### src/rtl/mcc_pkg.sv
// Shared encodings for the multi-cycle controller: opcodes, function codes,
// ALU operation codes, FSM state encodings and the decoded-instruction record.
package mcc_pkg;

  localparam logic [5:0] OP_R    = 6'b000000;
  localparam logic [5:0] OP_ADDI = 6'b001000;
  localparam logic [5:0] OP_ANDI = 6'b001100;
  localparam logic [5:0] OP_ORI  = 6'b001101;
  localparam logic [5:0] OP_SLTI = 6'b001010;
  localparam logic [5:0] OP_LW   = 6'b100011;
  localparam logic [5:0] OP_SW   = 6'b101011;
  localparam logic [5:0] OP_BEQ  = 6'b000100;
  localparam logic [5:0] OP_BNE  = 6'b000101;
  localparam logic [5:0] OP_BLTZ = 6'b000001;
  localparam logic [5:0] OP_J    = 6'b000010;
  localparam logic [5:0] OP_HALT = 6'b111111;

  localparam logic [5:0] FN_ADD = 6'b100000;
  localparam logic [5:0] FN_SUB = 6'b100010;
  localparam logic [5:0] FN_AND = 6'b100100;
  localparam logic [5:0] FN_OR  = 6'b100101;
  localparam logic [5:0] FN_SLL = 6'b000000;

  localparam logic [2:0] ALU_AND = 3'b000;
  localparam logic [2:0] ALU_OR  = 3'b001;
  localparam logic [2:0] ALU_ADD = 3'b010;
  localparam logic [2:0] ALU_SLL = 3'b011;
  localparam logic [2:0] ALU_SUB = 3'b110;
  localparam logic [2:0] ALU_SLT = 3'b111;

  typedef enum logic [2:0] {
    S_IF   = 3'b000,
    S_ID   = 3'b001,
    S_EXE  = 3'b010,
    S_WB   = 3'b011,
    S_MEM  = 3'b100,
    S_HALT = 3'b110,
    S_ERR  = 3'b111
  } state_t;

  typedef enum logic [3:0] {
    C_ALU, C_LW, C_SW, C_BEQ, C_BNE, C_BLTZ, C_J, C_HALT, C_ILL
  } iclass_t;

  typedef struct packed {
    iclass_t    cls;
    logic       rtype;
    logic [2:0] aluop;
    logic       alusrca;
    logic       alusrcb;
    logic       extsel;
  } dec_t;

endpackage

### src/rtl/mcc_decode.sv
// Combinational instruction decode: op/func to instruction class, ALU function
// and datapath operand selects. Unknown opcodes or R-type functions map to C_ILL.
module mcc_decode
  import mcc_pkg::*;
(
  input  logic [5:0] op,
  input  logic [5:0] func,
  output dec_t       dec
);

  always_comb begin
    dec         = '0;
    dec.cls     = C_ILL;
    dec.rtype   = 1'b0;
    dec.aluop   = ALU_AND;
    dec.alusrca = 1'b0;
    dec.alusrcb = 1'b0;
    dec.extsel  = 1'b0;
    case (op)
      OP_R: begin
        dec.rtype = 1'b1;
        dec.cls   = C_ALU;
        case (func)
          FN_ADD: dec.aluop = ALU_ADD;
          FN_SUB: dec.aluop = ALU_SUB;
          FN_AND: dec.aluop = ALU_AND;
          FN_OR:  dec.aluop = ALU_OR;
          FN_SLL: begin
            dec.aluop   = ALU_SLL;
            dec.alusrca = 1'b1;
          end
          default: dec.cls = C_ILL;
        endcase
      end
      OP_ADDI: begin
        dec.cls = C_ALU; dec.aluop = ALU_ADD; dec.alusrcb = 1'b1; dec.extsel = 1'b1;
      end
      OP_ANDI: begin
        dec.cls = C_ALU; dec.aluop = ALU_AND; dec.alusrcb = 1'b1;
      end
      OP_ORI: begin
        dec.cls = C_ALU; dec.aluop = ALU_OR; dec.alusrcb = 1'b1;
      end
      OP_SLTI: begin
        dec.cls = C_ALU; dec.aluop = ALU_SLT; dec.alusrcb = 1'b1; dec.extsel = 1'b1;
      end
      OP_LW: begin
        dec.cls = C_LW; dec.aluop = ALU_ADD; dec.alusrcb = 1'b1; dec.extsel = 1'b1;
      end
      OP_SW: begin
        dec.cls = C_SW; dec.aluop = ALU_ADD; dec.alusrcb = 1'b1; dec.extsel = 1'b1;
      end
      OP_BEQ: begin
        dec.cls = C_BEQ; dec.aluop = ALU_SUB; dec.extsel = 1'b1;
      end
      OP_BNE: begin
        dec.cls = C_BNE; dec.aluop = ALU_SUB; dec.extsel = 1'b1;
      end
      OP_BLTZ: begin
        dec.cls = C_BLTZ; dec.aluop = ALU_SUB;
      end
      OP_J:    dec.cls = C_J;
      OP_HALT: dec.cls = C_HALT;
      default: dec.cls = C_ILL;
    endcase
  end

endmodule

### src/rtl/multi_cycle_control.sv
// Multi-cycle CPU controller: sequences IF/ID/EXE/MEM/WB, drives datapath strobes,
// waits on mem_ready with a timeout, counts retired instructions, latches halt/error.
module multi_cycle_control
  import mcc_pkg::*;
#(
  parameter int ALUOP_W     = 3,
  parameter int MEM_TIMEOUT = 15,
  parameter int ICNT_W      = 32
) (
  input  logic               CLK,
  input  logic               Reset,
  input  logic [5:0]         op,
  input  logic [5:0]         func,
  input  logic               zero,
  input  logic               sign,
  input  logic               mem_ready,
  output logic               PCWre,
  output logic [1:0]         PCSrc,
  output logic               IRWre,
  output logic               RegDst,
  output logic               RegWre,
  output logic               ALUSrcA,
  output logic               ALUSrcB,
  output logic               ExtSel,
  output logic               mRD,
  output logic               mWR,
  output logic               DBDataSrc,
  output logic [ALUOP_W-1:0] ALUOp,
  output logic [2:0]         state,
  output logic [ICNT_W-1:0]  instr_cnt,
  output logic               halted,
  output logic               err
);

  localparam logic [7:0] WAIT_LAST = 8'(MEM_TIMEOUT - 1);

  state_t     st_q, st_d;
  logic [7:0] wcnt_q;
  logic [2:0] aluop_int;
  logic       taken;
  dec_t       dec;

  mcc_decode u_decode (
    .op   (op),
    .func (func),
    .dec  (dec)
  );

  assign state = st_q;
  assign ALUOp = ALUOP_W'(aluop_int);

  always_comb begin
    case (dec.cls)
      C_BEQ:   taken = zero;
      C_BNE:   taken = ~zero;
      C_BLTZ:  taken = sign;
      default: taken = 1'b0;
    endcase
  end

  // Next state and strobes; HALT/ERR fall through to the all-zero defaults.
  always_comb begin
    st_d      = st_q;
    PCWre     = 1'b0;
    PCSrc     = 2'b00;
    IRWre     = 1'b0;
    RegDst    = 1'b0;
    RegWre    = 1'b0;
    ALUSrcA   = 1'b0;
    ALUSrcB   = 1'b0;
    ExtSel    = 1'b0;
    mRD       = 1'b0;
    mWR       = 1'b0;
    DBDataSrc = 1'b0;
    aluop_int = 3'b000;
    case (st_q)
      S_IF: begin
        IRWre = 1'b1;
        st_d  = S_ID;
      end
      S_ID: begin
        case (dec.cls)
          C_HALT: st_d = S_HALT;
          C_ILL:  st_d = S_ERR;
          C_J: begin
            PCWre = 1'b1;
            PCSrc = 2'b10;
            st_d  = S_IF;
          end
          default: st_d = S_EXE;
        endcase
      end
      S_EXE: begin
        aluop_int = dec.aluop;
        ALUSrcA   = dec.alusrca;
        ALUSrcB   = dec.alusrcb;
        ExtSel    = dec.extsel;
        case (dec.cls)
          C_BEQ, C_BNE, C_BLTZ: begin
            PCWre = 1'b1;
            PCSrc = taken ? 2'b01 : 2'b00;
            st_d  = S_IF;
          end
          C_LW, C_SW: st_d = S_MEM;
          default:    st_d = S_WB;
        endcase
      end
      S_MEM: begin
        mRD = (dec.cls == C_LW);
        mWR = (dec.cls == C_SW);
        if (mem_ready) begin
          if (dec.cls == C_SW) begin
            PCWre = 1'b1;
            st_d  = S_IF;
          end else begin
            st_d = S_WB;
          end
        end else if (wcnt_q == WAIT_LAST) begin
          st_d = S_ERR;
        end
      end
      S_WB: begin
        RegWre    = 1'b1;
        DBDataSrc = (dec.cls == C_LW);
        RegDst    = dec.rtype;
        PCWre     = 1'b1;
        st_d      = S_IF;
      end
      default: st_d = st_q;
    endcase
  end

  always_ff @(posedge CLK or negedge Reset) begin
    if (!Reset) begin
      st_q      <= S_IF;
      wcnt_q    <= '0;
      instr_cnt <= '0;
      halted    <= 1'b0;
      err       <= 1'b0;
    end else begin
      st_q <= st_d;
      // Counter sits at zero outside MEM, so every MEM entry starts a fresh wait.
      if (st_q == S_MEM) wcnt_q <= wcnt_q + 8'd1;
      else               wcnt_q <= '0;
      if (PCWre) instr_cnt <= instr_cnt + ICNT_W'(1);
      if (st_d == S_HALT) halted <= 1'b1;
      if (st_d == S_ERR)  err    <= 1'b1;
    end
  end

endmodule
### config.mk
export PLATFORM = sky130hd
export DESIGN_NAME = multi_cycle_control
export DESIGN_NICKNAME = d
export VERILOG_FILES = /design/src/rtl/mcc_pkg.sv /design/src/rtl/mcc_decode.sv /design/src/rtl/multi_cycle_control.sv
export SDC_FILE = /design/constraint.sdc
export NUM_CORES = 1
export LEC_CHECK = 0
export ABC_AREA = 1
export CORE_MARGIN = 2
export CORE_UTILIZATION = 50
export DETAILED_ROUTE_END_ITERATION = 7
export GPL_TIMING_DRIVEN = 1
export HOLD_SLACK_MARGIN = 0.03
export PLACE_DENSITY_LB_ADDON = 0.2
export SYNTH_ARGS = -nofsm -noshare
export SYNTH_HDL_FRONTEND = slang
export SYNTH_SLANG_ARGS = --single-unit
### constraint.sdc
create_clock -name CLK -period 1.8 [get_ports CLK]
set_input_delay 0.36 -clock CLK [delete_from_list [all_inputs] [get_ports CLK]]
set_output_delay 0.36 -clock CLK [all_outputs]
set_load 0.05 [all_outputs]
Word-level counts from Yosys, hierarchy flattened
Cells that the tools add are included.
{ "word_totals": {"input_bits": 17, "ff_bits": 45, "word_cells": 85, "output_inout_bits": 52} }
{ "classes": {"n_eq_ne": 30, "n_addsub": 2, "bitwise_logic": 1, "muxes": 36, "n_reduce_logical": 11} }
{ "ops": {"columns": ["operator", "n"], "rows": [
  ["== test 6 bit (second input constant)", 7],
  ["one-hot mux 4 bit (9 select lines)", 1],
  ["adder 32 x 1 -> 32 bit (second input constant)", 1],
  ["one-hot mux 3 bit (5 select lines)", 2],
  ["== test 6 x 4 -> 1 bit (second input constant)", 4],
  ["2-to-1 mux 1 bit", 20],
  ["== test 4 x 3 -> 1 bit (second input constant)", 4],
  ["== test 6 x 3 -> 1 bit (second input constant)", 2],
  ["zero test 6 bit", 2],
  ["one-hot mux 3 bit (4 select lines)", 1],
  ["OR reduction 6 bit", 2],
  ["== test 3 bit (second input constant)", 3],
  ["2-to-1 mux 3 bit", 3],
  ["one-hot mux 3 bit (3 select lines)", 1],
  ["OR reduction 3 bit", 3],
  ["adder 8 x 1 -> 8 bit (second input constant)", 1],
  ["== test 4 x 2 -> 1 bit (second input constant)", 2],
  ["== test 8 x 4 -> 1 bit (second input constant)", 1],
  ["2-to-1 mux 8 bit", 1],
  ["== test 3 x 2 -> 1 bit (second input constant)", 2],
  ["== test 6 x 1 -> 1 bit (second input constant)", 1],
  ["== test 6 x 2 -> 1 bit (second input constant)", 1],
  ["one-hot mux 3 bit (2 select lines)", 1],
  ["OR reduction 5 bit", 1],
  ["12 further kinds", 13]
]} }

Depth between registers and ports, before layout
Gate-level depths: netlist of the first run.
{ "logic_depth": {"ltp_word": 9, "ltp_mapped": 14, "ltp_nobuf": 14} }

By module
Synthesis of the first run repeated with hierarchy kept, for this count alone.
{ "unflattened": {"cells_unflattened": 498, "area_unflattened_um2": 3331.9} }
{ "by_module_without_submodules": {"columns": ["module", "area_each_um2", "cells_per_inst", "n_inst", "seq_area_each_um2"], "rows": [
  ["multi_cycle_control", 2989.1, 425, 1, 1126.1],
  ["mcc_decode", 342.8, 73, 1, 0.0]
]} }

Worst setup path before layout of the first run
OpenSTA, ideal clock, no wires.
{ "synth_path": {"path_kind": "register -> output", "startpoint": "reg st_q[1] (netlist: state[1])", "endpoint": "out ALUSrcA", "setup_slack_ns": -1.378, "stages_incl_launch_ff": 5, "arrival_ns": 2.818, "required_time_ns": 1.440, "path_cell_list": "dfrtp_1 inv_1 nor3_1 inv_1 nor4_1"} }
{ "synth_between": {"elab_chain_len": 2} }
{ "synth_rtl": {"columns": ["element", "line", "source"], "rows": [
  ["start, declared", "multi_cycle_control.sv:37", "state_t st_q, st_d;"],
  ["start signal, assigned", "multi_cycle_control.sv:141", "st_q <= st_d;"],
  ["== test 3 x 2 -> 1 bit", "multi_cycle_control.sv:76", "case (st_q)"],
  ["2-to-1 mux 1 bit", "multi_cycle_control.sv:76", null],
  ["end, declared", "multi_cycle_control.sv:22", "output logic ALUSrcA,"]
]} }
No other way between the ends.

Worst setup path in the final report of the first run
{ "layout_path": {"startpoint": "in op[2]", "endpoint": "out ALUOp[1]"} }
{ "layout_between": {"elab_chain_len": 4} }
{ "layout_rtl": {"columns": ["element", "line", "source"], "rows": [
  ["start, declared", "multi_cycle_control.sv:12", "input logic [5:0] op,"],
  ["== test 6 x 1 -> 1 bit, or another cell as far along", "mcc_decode.sv:19", "case (op)"],
  ["OR reduction 3 bit (no line)", null, null],
  ["one-hot mux 3 bit (5 select lines) (*)", "mcc_decode.sv:19", null],
  ["2-to-1 mux 3 bit (*)", "multi_cycle_control.sv:76", null],
  ["end, declared", "multi_cycle_control.sv:28", "output logic [ALUOP_W-1:0] ALUOp,"]
]} }
Mark *: on every way between the ends. The rest lies on a longest branch, timed or not.

==> flow_summary.ini, run 1 <==
[power_and_ir_drop]
p_leak_nw = 2.395
peakVddDrop_mv = 1.066
power_density_mw_per_mm2 = 1022

[cts]
cts_buffers = 5
clock_path_buffers = 2
insertion_delay_ns = 0.32
clkTransAtPathRegs_ns = 0.10
cts_hold_repair.buffers = 0
root_buffer = clkbuf_8
htreeDepth = 2
tritoncts = built
cts_sinks = 45

[outcome]
status = finished, violations left
violations = setup timing

[die]
fp-row-count = 27
die_area_mm2 = 0.006223
start_util_pct = 51.23
ios = 69
core_mm2 = 0.005473
die_x_um = 78.89
die_h_um = 78.89

[yosys]
netlist_area_mm2 = 0.002804
yosys.area.top_type_share_pct = 40.16
syn_nets = 386
synth-async-reset-ratio_pct = 100.0
seq_area_frac_synth_pct = 40.16
synthTopCellsByArea = dfrtp_1, nand2_1, xnor2_1, nor2_1, inv_1
synth-seq-cells = 45
syn_area_per_cell_um2 = 7.661
ys_warn_count = 0
synth_common_cells = nand2_1, nor2_1, dfrtp_1, inv_1, nand3_1
synth_edf_count = 0
yosysMostFrequentCell = nand2_1
ys_types = 34
yosys_most_used_dff = dfrtp_1
synth_area_leader_cell = dfrtp_1
netlist_instances = 366

[timing]
hold_slack_ns = 0.01474
fin_skew_ns = 0.01850
worst_slack_ns = -0.2499
grt_setup_unrepaired = yes
worst_pin_slew_ns = 0.4885
finalWorstPathRequiredPeriod_ns = 2.050
setup_violations = 37
finalMaxSlewViolations = 0
slew-limit-headroom_pct = 67.18
post-route-period-util_pct = 113.9
hold_viol = 0
fmax_ghz = 0.4878

[setup_path]
start_kind = input pin
r2r_cells = 10
critPathRequiredTime_ns = 1.44
crit_path_end_kind = output port
critPathMaxStageDelay_ns = 0.23
timing.rr.end = instr_cnt[30]
cp_slowest_cell = a31oi_4
endpoint = ALUOp[1]
crit_fanout = 5
cp_top_family = buffers and inverters
path_class = in2out
crit_buf_inv = 4
r2r-start = instr_cnt[1]
cp.depth = 8
reg2reg_setup_slack_ns = -0.24
cp_cell_sequence = buf_2 > inv_1 > nor2_4 > nand2_1 > nand2_2 > inv_1 > a31oi_4 > buf_12
cp-startpoint = op[2]
worstPathArrival_ns = 1.69
crit_top_cell = inv_1

[placement]
dp_hpwl_um = 5774
io_buffers = 68
gp_congestion = 0.8975
dp_slack_ns = -0.4661
dp.cells = 542

[global_route]
use_met2_pct = 60.85
gr-usage-met3_pct = 5.909
globalRouteMet1Util_pct = 40.22
antenna_found_initial = 0
grt_pass1_vias = 3367
grt_max_degree = 46
grt.total_usage_pct = 34.41
grt_pass1_wl_um = 16640
grt_remaining_overflow = 0
grt-busiest-layer = met2

[detailed_routing]
drt-total-wl_um = 14390
route.vias.total = 3827
wire_per_inst_um = 23.67
drt_iter0_drc = 512
ant_nets = 0
drc_errors = 0
vias_per_cell = 6.294
drt_first_pass_iters = 7

[final_layout]
instances_no_fill = 608
syn2layout_area_growth_pct = 82.46
insertedDiodeCount = 0
drive_above_1_share_pct = 53.54
num-nets-final = 555

[min_path]
hold_class = in2async

[run]
drv_cap = 0
-- area by class of cell --
type                    instances  area [um^2]
fillers                       155        356.6
clock buffers                   7        76.32
clock inverters                 1        7.507
multi-input cells             268         1981
inverters                      50        212.7
well taps                      72        90.09
flip-flops and latches         45         1136
repair buffers                165         1613
-- layout by cell type, fill, tap and decap left out, types with 6 or more instances in the layout --
| cell type | count |
|---|---|
| inv_2 | 8 |
| buf_4 | 107 |
| dfrtp_2 | 8 |
| nand2_4 | 8 |
| nand4_1 | 12 |
| nor2_1 | 24 |
| nand2_2 | 21 |
| buf_6 | 22 |
| dfrtp_1 | 37 |
| xnor2_1 | 23 |
| nor3_1 | 10 |
| nand3_4 | 6 |
| buf_12 | 20 |
| nand3_1 | 12 |
| nand2_1 | 58 |
| xor2_1 | 6 |
| nand3_2 | 13 |
| inv_4 | 6 |
| nor2_4 | 26 |
| inv_1 | 34 |
| nor2_2 | 11 |
-- timing repair --
item | in CTS | in global routing
endpoints found under the setup margin | 45 | 52
pin swaps | 29 | 38
resized for setup | 106 | 70
cloned | 0 | 1
buffers inserted | 38 | 22
-- power breakdown --
group | internal (mW) | total [mW] | leakage, nW | switching [mW]
registers | 1.14 | 1.33 | 0.580 | 0.196
clock network | 0.276 | 0.646 | 0.0385 | 0.371
logic | 1.39 | 3.25 | 1.78 | 1.86
total | 2.80 | 5.23 | 2.40 | 2.43
-- sequential cells by signal, summed over array words and instances (netlist names) --
| register | cells |
|---|---|
| err | 1 |
| state | 3 |
| halted | 1 |
| instr_cnt | 32 |
| wcnt_q | 8 |
-- cell families (layout without fill, tap and decap cells) --
kind of cell / count (synthesis) / after routing / synth area share (%)
simple gates: 215 / 215 / 36.86
buf+inv: 53 / 223 / 8.032
flops: 45 / 45 / 40.16
xor+xnor: 29 / 29 / 9.058
compound gates: 21 / 21 / 4.552
fa+ha+maj: 3 / 3 / 1.339
-- worst register-to-register path, cell delays in order (launching register included) --
cell and delay, ns:
dfrtp_2 0.48, ha_4 0.18, nand2_4 0.05, nor2_4 0.10, nand2_2 0.09, nor2_4 0.14
nand2_2 0.10, nor4_4 0.31, nand3b_1 0.18, o21ai_1 0.19, nand2_1 0.07
-- worst min path at each step --
stage,to,slack (ns)
floorplan,err,0.06
global placement,wcnt_q[0],0.35
detailed placement,wcnt_q[2],0.36
CTS,wcnt_q[2],0.03
global route,instr_cnt[28],0.04
finish,instr_cnt[1],0.01
-- per-layer routing --
metal,up-vias,routed length [um]
met1,1780,4846
met3,134,1540
met5,-,0
met2,388,6683
met4,0,1323
li1,1525,-
-- through the flow --
stage	cell area, um^2	TNS, ns	util, %	total power [mW]
2_1_floorplan	2978	-0.5212	-	2.511
3_3_place_gp	4073	-15.89	74.42	3.184
3_5_place_dp	4073	-17.23	74.42	3.226
4_1_cts	4677	-0.6001	85.46	4.217
5_1_grt	5116	-5.276	93.48	5.331
6_report	5116	-3.743	93.48	5.229
Note: power is estimated with default switching activity, not from simulation.
==> inputs of run 2 (changes only) <==
--- a/config.mk
+++ b/config.mk
@@ -11,7 +11,9 @@
 export DETAILED_ROUTE_END_ITERATION = 7
 export GPL_TIMING_DRIVEN = 1
 export HOLD_SLACK_MARGIN = 0.03
-export PLACE_DENSITY_LB_ADDON = 0.2
+export PLACE_DENSITY = 0.88
+export SKIP_CTS_REPAIR_TIMING = 1
+export SKIP_LAST_GASP = 1
 export SYNTH_ARGS = -nofsm -noshare
 export SYNTH_HDL_FRONTEND = slang
 export SYNTH_SLANG_ARGS = --single-unit
==> run 2 against run 1 <==
Effect of this change: the flow still finishes with violations (setup timing); critical path depth is 1 lower; cell count is 5.9% lower; clock skew is 0.0055 ns lower; worst hold slack better by 0.094 ns; sequential cell count stayed put; critical endpoint is now PCWre; largest power group unchanged.
==> flow_summary.ini, run 2 (synthesis results as in run 1) <==
[global_route]
grt_remaining_overflow = 0
grt_pass1_vias = 2789
grt_pass1_wl_um = 12330
antenna_found_initial = 0
grt_max_degree = 46
grt.total_usage_pct = 24.54

[timing]
fin_skew_ns = 0.01301
hold_viol = 0
fmax_ghz = 0.4902
grt_setup_unrepaired = yes
slew-limit-headroom_pct = 62.28
post-route-period-util_pct = 113.3
hold_slack_ns = 0.1084
finalWorstPathRequiredPeriod_ns = 2.040
worst_pin_slew_ns = 0.5657
finalMaxSlewViolations = 0
worst_slack_ns = -0.2398
setup_violations = 34

[power_and_ir_drop]
power_frac_comb_pct = 55.8
p_leak_nw = 2.285
seqPwrFrac_pct = 29.2
peakVddDrop_mv = 1.060
p_clk_share_pct = 15.0
power.total_mw = 4.463
power_switching_mw = 2.052
p_int_mw = 2.411
p_sw_share_pct = 45.98
power_density_mw_per_mm2 = 945.4

[cts]
clock_path_buffers = 2
clkTransAtPathRegs_ns = 0.09
htreeDepth = 2
cts_sinks = 45
cts_buffers = 5
insertion_delay_ns = 0.32
tritoncts = built
root_buffer = clkbuf_8

[placement]
io_buffers = 68
dp_slack_ns = -0.5195
dp.cells = 539
dp_hpwl_um = 5845
gp_congestion = 0.9116
place_area_mm2 = 0.004038

[setup_path]
worstPathArrival_ns = 1.68
critPathMaxStageDelay_ns = 0.41
crit_path_end_kind = output port
crit_fanout = 4
critPathRequiredTime_ns = 1.44
cp_cell_sequence = inv_4 > nor3_4 > buf_6 > nand2_4 > buf_4 > nand3_4 > buf_12
path_class = reg2out
cp_slowest_cell = dfrtp_2
start_kind = flip-flop

[die]
die_x_um = 78.89
core_mm2 = 0.005473
ios = 69
fp-row-count = 27
die_h_um = 78.89
die_area_mm2 = 0.006223
start_util_pct = 51.23

[detailed_routing]
drt_iter0_drc = 330
vias_per_cell = 5.747
drt_first_pass_iters = 7
drc_errors = 0
route.vias.total = 3287
wire_per_inst_um = 18.62
drt-total-wl_um = 10650
ant_nets = 0

[final_layout]
insertedDiodeCount = 0
largest_register = instr_cnt
layout_common_cells = buf_4, nand2_1, dfrtp_1
syn2layout_area_growth_pct = 68.36
finalInstanceArea_mm2 = 0.004721
instances_no_fill = 572
drive_above_1_share_pct = 48.00
final_common_cell = buf_4
num-nets-final = 519
largest_reg_flops = 32

[min_path]
hold_class = in2async

[run]
drv_cap = 0

[outcome]
status = finished, violations left
violations = setup timing
## run 2: path summary, 6_finish.rpt
| check | start | end | slack, ns | cells past startpoint |
|---|---|---|---|---|
| worst max-delay path | state[1] | PCWre | -0.24 | 7 |
| worst min register to register | halted | halted | 0.48 | 2 |
| worst max register to register | state[1] | instr_cnt[25] | -0.17 | 10 |
| worst min-delay path | Reset | wcnt_q[6] | 0.11 | 2 |
| max in group asynchronous | Reset | state[1] | 1.27 | 2 |
| min in group CLK | halted | halted | 0.48 | 2 |
## run 2: layer usage
layer  wire length, um  share of wire, %  up-vias  global-route usage (%)
li1                  -                 -     1448                       -
met1              3949                37     1594                   30.19
met2              5596                53      194                   44.53
met3               669               6.3       51                   3.977
met4               437               4.1        0                   6.724
met5                 0                 0        -                       0
## run 2: layout make-up
class / instances / area [um^2]
clock buffer: 5 / 68.82
fill: 263 / 752.0
clock inverter: 3 / 21.27
tap: 72 / 90.09
inverter: 50 / 217.7
sequential: 45 / 1136
timing repair buffer: 129 / 1285
multi-input combinational: 268 / 1902
## run 2: power groups by stage
stage	sequential (mW)	combinational (mW)	clock, mW
global route	1.32	2.61	0.716
finish	1.30	2.49	0.670
CTS	1.30	1.85	0.647
global placement	1.31	1.79	0
detailed placement	1.32	1.84	0
floorplan	1.64	0.873	0
## run 2: worst max-delay path, delay by kind of cell, from the launching register on
family / cells / cell delay [ns]
flops: 1 / 0.41
simple gates: 3 / 0.43
buf+inv: 4 / 0.52
## run 2: per-stage QoR
stage	setup TNS [ns]	util, %
floorplan	-0.5212	-
CTS	-7.167	75.42
global route	-5.375	86.26
detailed placement	-18.40	73.78
global placement	-15.83	73.78
finish	-3.351	86.26
==> RTL change, RTL diff (settings of run 2) <==
Make the reset (`Reset`) synchronous in one clocked block.
--- a/src/rtl/multi_cycle_control.sv
+++ b/src/rtl/multi_cycle_control.sv
@@ -132,3 +132,3 @@
 
-  always_ff @(posedge CLK or negedge Reset) begin
+  always_ff @(posedge CLK) begin
     if (!Reset) begin
Behaviour: differs if Reset is asserted again (counterexample within 4 cycles, from zero or initial values and one cycle with Reset low); with Reset held inactive, the same outputs for 10 cycles.
==> RTL change against run 2 <==
- largest power group unchanged
- die area shrank 0.97%
- sequential share of layout area shrank 3.0 points
- clock power rose by 26%
- synthesized area fell by 1.0%
- sequential power shrank 9%
- sequential cell count unchanged
- worst setup slack better by 0.027 ns
- routed wire length fell by 3.8%
- worst hold slack better by 0.35 ns
- register-to-register slack lost 0.04 ns
- fmax increased by 1.4%
- global-route usage is 2.2 points higher
- power down 19%
- design area decreased by 5.1%
- the flow still finishes with violations (setup timing)
==> RTL change: results (changes against run 2) <==
[status]
status = finished with violations
violations = setup timing

[worst_hold_path]
hold_path_class = reg -> reg

[final_layout]
nMultiInputCombCells = 308  ; +15%
clock_area_share_pct = 2.88  ; +0.97 points
fill_cells = 288  ; +9.5%
inverters_excl_clock = 72  ; +44%
nets = 570  ; +9.8%
clock_buffers = 6  ; +1
seq_cells = 45  ; unchanged
buffer_area_share_pct = 25.6  ; -1.7 points
drive_above_1_share_pct = 38.3  ; -9.7 points

[timing]
setup_violations = 18  ; -47%
relSlewSlack_pct = 69.9  ; +7.6 points
tns_ns = -1.46  ; +1.89 ns
timing.final.ws_setup_ns = -0.213  ; +0.0272 ns
skew_ns = 0.00618  ; -0.00682 ns

[floorplanning]
core_um2 = 5440  ; -0.62%

[routing]
first_pass_iters = 4  ; -3
wl_met2_um = 5150  ; -8.0%
vias_per_cell = 5.78  ; +0.53%
m1WireLength_um = 3910  ; -1.1%

[placed_design]
place_hpwl_um = 6190  ; +6.0%
dpl-instance-area_um2 = 4020  ; -0.34%
gp_congestion = 0.908  ; -0.41%

[critical_path]
r2r_cells = 8  ; -2
path_max_fanout = 13  ; +9
cp_slowest_stage_delay_ns = 0.39  ; -0.02 ns
crit_end = instr_cnt[27]

[yosys]
ys_types = 36  ; +5.9%
yosysSeqAreaShare_pct = 32.5  ; -7.7 points

[grt]
grt_max_degree = 17  ; -63%
use_met2_pct = 47.1  ; +2.6 points
grtUsageMet3_pct = 4.37  ; +0.39 points

[pwr]
peakVddDrop_uv = 1070  ; +0.83%
p_seq_share_pct = 32.6  ; +3.4 points
leakagePower_nw = 1.80  ; -21%

[RTL change: changes by cell type after synthesis, moves of 11 or more]
cell	before	now
nor3_1	12	26
dfxtp_1	0	45
inv_1	45	71
nand2_1	80	69
xnor2_1	23	3
a21oi_1	6	33
nor2_1	52	64
dfrtp_1	45	0
[RTL change: kinds of logic (layout without fill, tap and decap cells)]
kind of cell / count (synthesis) / after routing / synth area share, %
AO/OA/AOI/OAI: 62 / 62 / 12.3
XOR/XNOR: 5 / 5 / 1.58
adder cells (fa/ha/maj): 3 / 3 / 1.35
buffers and inverters: 80 / 198 / 11.8
flip-flops: 45 / 45 / 32.5
AND/OR/NAND/NOR: 238 / 238 / 40.5
[RTL change: metrics by stage]
step | power (W) | utilization [%] | std cells
2_1_floorplan | 0.00207 | - | 433
3_3_place_gp | 0.00254 | 74.0 | 604
3_5_place_dp | 0.00257 | 74.0 | 604
6_report | 0.00362 | 82.4 | 623
5_1_grt | 0.00376 | 82.4 | 623
4_1_cts | 0.00342 | 76.4 | 612
